[src/rtl/seg7_pkg.sv]
// Shared constants and the BCD-to-segment decode for the multiplexed counter display.
// Segment patterns are {a,b,c,d,e,f,g}, active low.
package seg7_pkg;

    typedef enum logic {
        DIR_DOWN = 1'b0,
        DIR_UP   = 1'b1
    } count_dir_e;

    localparam logic [3:0] BCD_MAX   = 4'd9;
    localparam logic [6:0] SEG_BLANK = 7'b1111111;
    localparam logic [6:0] SEG_0     = 7'b0000001;
    localparam logic [6:0] SEG_1     = 7'b1001111;
    localparam logic [6:0] SEG_2     = 7'b0010010;
    localparam logic [6:0] SEG_3     = 7'b0000110;
    localparam logic [6:0] SEG_4     = 7'b1001100;
    localparam logic [6:0] SEG_5     = 7'b0100100;
    localparam logic [6:0] SEG_6     = 7'b0100000;
    localparam logic [6:0] SEG_7     = 7'b0001111;
    localparam logic [6:0] SEG_8     = 7'b0000000;
    localparam logic [6:0] SEG_9     = 7'b0000100;

    // A corrupted (non-BCD) digit shows as "0" rather than garbage.
    function automatic logic [6:0] bcd_to_seg(input logic [3:0] bcd);
        logic [6:0] seg;
        case (bcd)
            4'd0:    seg = SEG_0;
            4'd1:    seg = SEG_1;
            4'd2:    seg = SEG_2;
            4'd3:    seg = SEG_3;
            4'd4:    seg = SEG_4;
            4'd5:    seg = SEG_5;
            4'd6:    seg = SEG_6;
            4'd7:    seg = SEG_7;
            4'd8:    seg = SEG_8;
            4'd9:    seg = SEG_9;
            default: seg = SEG_0;
        endcase
        return seg;
    endfunction

endpackage

[src/rtl/bcd_decade.sv]
// One BCD decade of the up/down counter; carry_out feeds the step of the next decade.
module bcd_decade
    import seg7_pkg::*;
(
    input  logic       clock_100Mhz,
    input  logic       reset,
    input  logic       clear,
    input  logic       load,
    input  logic [3:0] load_digit,
    input  logic       step,
    input  logic       up_down,
    output logic [3:0] digit,
    output logic       carry_out
);

    logic [3:0] r_digit;
    logic       w_at_limit;

    // Digit sits at the wrap point for the current direction
    always_comb begin
        if (up_down == DIR_UP) begin
            w_at_limit = (r_digit == BCD_MAX);
        end else begin
            w_at_limit = (r_digit == 4'd0);
        end
    end

    assign carry_out = step && w_at_limit;

    // Digit register, priority reset > clear > load > step > hold
    always_ff @(posedge clock_100Mhz) begin
        if (reset) begin
            r_digit <= 4'd0;
        end else if (clear) begin
            r_digit <= 4'd0;
        end else if (load) begin
            r_digit <= (load_digit > BCD_MAX) ? 4'd0 : load_digit;
        end else if (step) begin
            if (up_down == DIR_UP) begin
                r_digit <= w_at_limit ? 4'd0 : r_digit + 4'd1;
            end else begin
                r_digit <= w_at_limit ? BCD_MAX : r_digit - 4'd1;
            end
        end else begin
            r_digit <= r_digit;
        end
    end

    assign digit = r_digit;

endmodule

[src/rtl/bcd_counter_mux_display.sv]
// Multi-decade up/down BCD counter driving a time-multiplexed common-anode 7-segment display.
module bcd_counter_mux_display
    import seg7_pkg::*;
#(
    parameter int NUM_DIGITS = 4,
    parameter int TICK_DIV   = 100_000_000,
    parameter int SCAN_DIV   = 100_000,
    parameter int BLANK_LZ   = 0
) (
    input  logic                    clock_100Mhz,
    input  logic                    reset,
    input  logic                    count_en,
    input  logic                    up_down,
    input  logic                    clear,
    input  logic                    load,
    input  logic [4*NUM_DIGITS-1:0] load_value,
    output logic [4*NUM_DIGITS-1:0] bcd_value,
    output logic                    rollover,
    output logic [NUM_DIGITS-1:0]   Anode_Activate,
    output logic [6:0]              LED_out
);

    localparam int PRESC_W = $clog2(TICK_DIV);
    localparam int SCAN_W  = $clog2(SCAN_DIV);
    localparam int IDX_W   = (NUM_DIGITS > 1) ? $clog2(NUM_DIGITS) : 1;

    logic [PRESC_W-1:0]      r_presc;
    logic [SCAN_W-1:0]       r_scan_cnt;
    logic [IDX_W-1:0]        r_scan_idx;
    logic                    r_rollover;
    logic [NUM_DIGITS-1:0]   r_anode;
    logic [6:0]              r_led;
    logic                    w_presc_last;
    logic                    w_tick;
    logic                    w_top_carry;
    logic [4*NUM_DIGITS-1:0] w_bcd;
    logic [3:0]              w_sel_digit;
    logic                    w_sel_blank;
    logic                    w_zero_run;

    assign w_presc_last = (r_presc == PRESC_W'(TICK_DIV - 1));
    assign w_tick       = w_presc_last && count_en;

    // Count-rate prescaler; frozen with the count when count_en is low
    always_ff @(posedge clock_100Mhz) begin
        if (reset) begin
            r_presc <= {PRESC_W{1'b0}};
        end else if (clear) begin
            r_presc <= {PRESC_W{1'b0}};
        end else if (count_en) begin
            r_presc <= w_presc_last ? {PRESC_W{1'b0}} : r_presc + PRESC_W'(1);
        end else begin
            r_presc <= r_presc;
        end
    end

    genvar gi;
    for (gi = 0; gi < NUM_DIGITS; gi++) begin : g_decade
        logic w_step_in;
        logic w_carry;
        if (gi == 0) begin : g_first
            assign w_step_in = w_tick;
        end else begin : g_next
            assign w_step_in = g_decade[gi-1].w_carry;
        end
        bcd_decade u_decade (
            .clock_100Mhz (clock_100Mhz),
            .reset        (reset),
            .clear        (clear),
            .load         (load),
            .load_digit   (load_value[4*gi +: 4]),
            .step         (w_step_in),
            .up_down      (up_down),
            .digit        (w_bcd[4*gi +: 4]),
            .carry_out    (w_carry)
        );
    end

    assign w_top_carry = g_decade[NUM_DIGITS-1].w_carry;

    // Wrap pulse coincides with the first cycle the wrapped value is visible
    always_ff @(posedge clock_100Mhz) begin
        if (reset) begin
            r_rollover <= 1'b0;
        end else if (clear || load) begin
            r_rollover <= 1'b0;
        end else begin
            r_rollover <= w_top_carry;
        end
    end

    // Free-running digit scan, independent of the count enable
    always_ff @(posedge clock_100Mhz) begin
        if (reset) begin
            r_scan_cnt <= {SCAN_W{1'b0}};
            r_scan_idx <= {IDX_W{1'b0}};
        end else if (r_scan_cnt == SCAN_W'(SCAN_DIV - 1)) begin
            r_scan_cnt <= {SCAN_W{1'b0}};
            r_scan_idx <= (r_scan_idx == IDX_W'(NUM_DIGITS - 1)) ? {IDX_W{1'b0}}
                                                                : r_scan_idx + IDX_W'(1);
        end else begin
            r_scan_cnt <= r_scan_cnt + SCAN_W'(1);
            r_scan_idx <= r_scan_idx;
        end
    end

    // Pick the scanned digit; walking down from the top tracks whether all digits so far are zero
    always_comb begin
        w_sel_digit = 4'd0;
        w_sel_blank = 1'b0;
        w_zero_run  = 1'b1;
        for (int i = NUM_DIGITS - 1; i >= 0; i--) begin
            w_zero_run = w_zero_run && (w_bcd[4*i +: 4] == 4'd0);
            if (IDX_W'(i) == r_scan_idx) begin
                w_sel_digit = w_bcd[4*i +: 4];
                w_sel_blank = (BLANK_LZ != 0) && (i != 0) && w_zero_run;
            end else begin
                w_sel_digit = w_sel_digit;
                w_sel_blank = w_sel_blank;
            end
        end
    end

    // Display output registers
    always_ff @(posedge clock_100Mhz) begin
        if (reset) begin
            r_anode <= {NUM_DIGITS{1'b1}};
            r_led   <= SEG_BLANK;
        end else begin
            r_anode <= ~(NUM_DIGITS'(1'b1) << r_scan_idx);
            r_led   <= w_sel_blank ? SEG_BLANK : bcd_to_seg(w_sel_digit);
        end
    end

    assign bcd_value      = w_bcd;
    assign rollover       = r_rollover;
    assign Anode_Activate = r_anode;
    assign LED_out        = r_led;

endmodule

[config.mk]
export PLATFORM = sky130hd
export DESIGN_NAME = bcd_counter_mux_display
export DESIGN_NICKNAME = d
export VERILOG_FILES = /design/src/rtl/seg7_pkg.sv /design/src/rtl/bcd_decade.sv /design/src/rtl/bcd_counter_mux_display.sv
export SDC_FILE = /design/constraint.sdc
export NUM_CORES = 1
export LEC_CHECK = 0
export CAP_MARGIN = 20
export CORE_MARGIN = 2
export CORE_UTILIZATION = 50
export CTS_CLUSTER_SIZE = 30
export DETAILED_ROUTE_END_ITERATION = 10
export GPL_TIMING_DRIVEN = 0
export PLACE_DENSITY = 0.72
export SLEW_MARGIN = 20
export SYNTH_ARGS = -nofsm -noshare
export SYNTH_HDL_FRONTEND = slang
export SYNTH_HIERARCHICAL = 1
export SYNTH_SLANG_ARGS = --single-unit
[constraint.sdc]
create_clock -name clock_100Mhz -period 9.7 [get_ports clock_100Mhz]
set_input_delay 1.94 -clock clock_100Mhz [delete_from_list [all_inputs] [get_ports clock_100Mhz]]
set_output_delay 1.94 -clock clock_100Mhz [all_outputs]
set_load 0.1 [all_outputs]
# Yosys cells after proc, flatten, opt, wreduce, memory -nomap -nowiden
# Memories as Yosys holds them, arrays and structs flattened. A register that Yosys moved wholly into a read port is not among the register bits.
# Index checks and enable logic that the tools add are counted.
# op_classes
add_sub_neg	11
order_cmp	4
eq_ne	10
n_shift	1
mux	34
bitwise_logic	1
n_reduce_logical	18
# op_table
op	count
two-way mux 4 bit	28
adder 27 x 1 -> 27 bit, second input constant	1
equality test 27 bit, second input constant	1
two-way mux 27 bit	1
adder 17 x 1 -> 17 bit, second input constant	1
equality test 17 bit, second input constant	1
adder 4 x 1 -> 4 bit, second input constant	4
equality test 4 bit, second input constant	4
greater-than comparator 4 bit, second input constant	4
logical NOT 4 bit	4
subtractor 4 x 1 -> 4 bit, second input constant	4
nonzero test 2 bit	4
OR reduction 2 bit	3
logical AND 1 bit	5
equality test 2 bit, first input constant	2
two-way mux 1 bit	4
inverter 4 bit	1
left shift 1 x 2 -> 4 bit, first input constant	1
adder 2 x 1 -> 2 bit, second input constant	1
equality test 1 x 2 -> 1 bit, first input constant	1
equality test 2 bit, second input constant	1
logical NOT 2 bit	1
two-way mux 2 bit	1
logical OR 1 bit	1
# totals
register_bits	67
mem_bits_ro	112
input_bits	22
mem_count	1
# mem_list
memory	words	width	read_ports	rd_clocked_by_memory_dff	write_ports	line_no	source
(name not given)	16	7	1	1	0	seg7_pkg.sv:26	case (bcd)

# Logic depth before layout (Yosys ltp)
# Gate-level depths: netlist of run 1.
# logic_depth
ltp_word	7
mapped_depth	11
ltp_nobuf	11

# By module
# Netlist of run 1, hierarchy kept.
# modules_own_cells
module	n_inst	cells_each	area_each_um2
bcd_counter_mux_display	1	306	2707.6
bcd_decade	4	54	424.2

# Least setup slack after synthesis of run 1
# No wires, ideal clock.
# synth_path
path_kind	input to register
from	input port count_en
to	register g_decade[3].u_decade.r_digit[0]
setup_time_ns	0.118
t_arrival_ns	4.263
required_ns	9.582
setup_slack_ns	5.319
cell_stages	11
cell_sequence	clkbuf_1 nand2_1 or3_1 nor3_1 and2_1 and2_1 and2_1 inv_1 a221o_1 a32oi_1 nor3_1
# synth_via
elab_chain_len	5
# synth_rtl
item	line_no	source
start: declaration	bcd_counter_mux_display.sv:12	input logic count_en,
logical AND 1 bit	bcd_counter_mux_display.sv:42	assign w_tick = w_presc_last && count_en;
via g_decade[0].w_step_in	bcd_counter_mux_display.sv:59	logic w_step_in;
logical AND 1 bit	bcd_decade.sv:28	assign carry_out = step && w_at_limit;
via g_decade[0].w_carry	bcd_counter_mux_display.sv:60	logic w_carry;
logical AND 1 bit	bcd_decade.sv:28	
via g_decade[1].w_carry	bcd_counter_mux_display.sv:60	
logical AND 1 bit	bcd_decade.sv:28	
via g_decade[2].w_carry	bcd_counter_mux_display.sv:60	
nonzero test 2 bit (no line)	-	
end signal: assignment	bcd_decade.sv:37	r_digit <= (load_digit > BCD_MAX) ? 4'd0 : load_digit;
end signal: assignment	bcd_decade.sv:40	r_digit <= w_at_limit ? 4'd0 : r_digit + 4'd1;
end signal: assignment	bcd_decade.sv:42	r_digit <= w_at_limit ? BCD_MAX : r_digit - 4'd1;
end: declaration	bcd_decade.sv:16	logic [3:0] r_digit;
# The timed path passes the listed nets, and every way through them passes these cells.
# A chain may end at the register's enable or synchronous reset.

# Worst setup path after layout of run 1
# Same ends and word-level chain as after synthesis.

==> run summary, run 1 <==
Setup_tns - 0 ns
Seq/Total Area, Yosys - 33.6%
Layout net count - 624
Synth Area per Inst - 8.44 um^2
Die width - 97.9 um
Antenna Cells - 0
Cell variety after synth - 53
CTS resizes - 0
Setup crit end kind - flip-flop
DIE HEIGHT - 97.9 um
Pin count of the biggest net entering global routing - 16
CP Max Fanout - 7
Worst Tran Pin Value - 0.996 ns
Area contributors post-synth - dfxtp_1 (34%), nor2_1 (6.8%), ha_1 (6.3%), xor2_1 (5.2%), xnor2_1 (3.8%)
RSZ-0062 raised after global routing - no
Post-CTS setup buffers - 0
Worst skew pair latency - 0.35 ns
Final worst-path cycle share - 48.5%
Clk_skew - 0.00872 ns
WL/cell - 14.7 um
Core area - 0.00864 mm^2
Total number of H-tree levels - 3
Drt drc - 0
Initial antenna violation count - 0
Syn-to-layout area delta - 18.9%
Final setup vio count - 0
Slew Viols, Final - 0
Placement Rows - 34
Routability cong. - 0.895
Pleak - 0.00184 uW
Highest-count cells in the layout ignoring fill and taps - nor2_1 (80), dfxtp_1 (74), clkdlybuf4s50_1 (47)
DIE AREA - 0.00958 mm^2
Syn Nets - 566
CP startpoint kind - input port
Fraction of layout instances using a drive strength above 1 - 9.06%
Fmax - 212 MHz
Buffers on Ports - 47
Rel. slew slack - 33.4%
CTS tree - done
Yosys top cell by area - dfxtp_1
Async S/R FF share, synth - 0%
Vias per cell - 5.76
Boundary Pins - 50
Total CTS buffers - 9
Clock transition at path regs - 0.08 ns
Final HPWL DP - 7300 um
Most common cell after layout, fill and taps aside - nor2_1
Antenna Nets Post-Route - 0
1st-iter DRT viols - 200
Power Dens Cells - 131 mW/mm^2
CTS Sinks - 74
Grt total ovfl - 0
Max-Cap Viols - 0
Hold Buf Count CTS - 0
Number of global-route vias before repair - 3778
Required @ worst endpoint - 9.91 ns
EDFF count, synth - 0
Fin area - 0.00524 mm^2
Yosys warnings - 6
Total iterations of the first detailed-routing run - 4
Outcome - completed
Post-DP Area - 0.00501 mm^2
Initial Util - 51.0%
Area share of the largest cell type after synthesis - 33.6%
First-pass GRT wire length - 17600 um
Clock Tree Root - clkbuf_8
Hold Crit Class - flip-flop to flip-flop
Worst Path Class, Setup - input port to flip-flop
WL final - 10200 um
Total Routing Usage GR - 21.8%
Largest buffer count on any clock path - 2
Mapped Cells - 522
Worst vdd ir - 72.1 uV
Mapped cell area - 0.00440 mm^2
Final Hold Viols - 0
Tmin final - 4.71 ns
Vias - 3994
Ys flop type - dfxtp_1
Crit path arrival time - 4.92 ns
Flops & latches, synth - 74
## flip-flops by register name, summed over array words and instances, names as in the netlist
name	count
rollover	1
r_presc	27
r_scan_cnt	17
r_scan_idx	2
g_decade.u_decade/digit	16
LED_out	7
Anode_Activate	4
## synth_stat cells (5+ instances only)
library cell	instances
xnor2_1	19
nor2_1	80
and4_1	5
nor3_1	10
a31oi_1	12
o22ai_1	7
nand4b_1	8
inv_1	25
o31ai_1	9
a21oi_1	8
or3_1	7
a32oi_1	8
xor2_1	26
nand2b_1	6
nor2b_1	8
o21ai_0	17
ha_1	22
dfxtp_1	74
nand2_1	25
clkbuf_2	5
nand3_1	28
nand4_1	14
buf_6	6
buf_2	6
mux2i_1	7
clkbuf_1	7
and2_1	9
## layout make-up
class,count,area [um^2]
fill,788,3400
buffer,24,149
timing repair buffer,47,470
multi-input combinational,398,2680
clock inverter,6,90.1
clock buffer,10,138
inverter,26,97.6
sequential,74,1480
tap,108,135
## cells by family (layout without fill, tap and decap cells)
kind of cell    Yosys count  count (layout)  synth area share [%]
simple gates            235             235                  29.1
mux                       7               7                  1.59
buf+inv                  50             113                  5.60
fa+ha+maj                22              22                  6.25
flops                    74              74                  33.6
compound gates           89              89                  14.9
xor+xnor                 45              45                  8.95
## worst max-delay path: stages
cell and delay [ns]:
clkbuf_1 0.27, nand2_1 0.20, or3_1 0.44, nor3_1 0.55, and2_1 0.33, and2_1 0.33
and2_1 0.30, inv_1 0.08, a221o_1 0.27, a32oi_1 0.15, nor3_1 0.06
## report_power, final
part,leakage (uW),internal [uW],switching [uW],total [uW]
registers,0.000601,309,6.06,315
logic,0.00113,35.6,68.3,104
clock network,0.000112,152,117,269
## layer usage
metal | up-vias | part of all wire (%) | GRT usage [%] | routed length, um
met2 | 105 | 47 | 34.7 | 4800
li1 | 1990 | - | - | -
met1 | 1888 | 48 | 30.4 | 4900
met5 | - | 0 | 0 | 0
met4 | 0 | 1.1 | 7.26 | 107
met3 | 11 | 3.6 | 2.93 | 362
## path summary, 6_finish.rpt
check / from / slack, ns / cells past startpoint / to
setup / recovery: count_en / 4.99 / 11 / g_decade[3].u_decade/digit[0]
hold / removal: r_scan_cnt[0] / 0.52 / 1 / r_scan_cnt[0]
setup reg to reg: r_presc[17] / 6.02 / 11 / g_decade[3].u_decade/digit[0]
hold reg to reg: r_scan_cnt[0] / 0.52 / 1 / r_scan_cnt[0]
## through the flow
step	instances	hold WS, ns	utilization (%)	power [uW]	setup slack (ns)
2_1_floorplan	522	0.442	-	394	5.32
3_3_place_gp	677	0.459	58.0	424	4.67
3_5_place_dp	677	0.487	58.0	425	4.69
4_1_cts	693	0.524	60.6	694	5.06
5_1_grt	693	0.554	60.6	716	4.77
6_report	693	0.523	60.6	689	4.99
(Power assumes the default switching activity.)
==> run 2: changes to the inputs <==
clock period = 4.42 ns   (was 9.7 ns; I/O delays follow)
==> results of run 2 <==
Same layout as run 1 (identical final DEF). Status: completed.
Among the figures that moved: setup slack after placement 4.69 ns -> 0.467 ns; setup slack after layout 4.99 ns -> 0.743 ns; start point of the critical path count_en -> r_presc[17]; register-to-register setup slack 6.02 ns -> 0.74 ns; total power 689 uW -> 1510 uW; worst IR drop on VDD 72.1 uV -> 158 uV
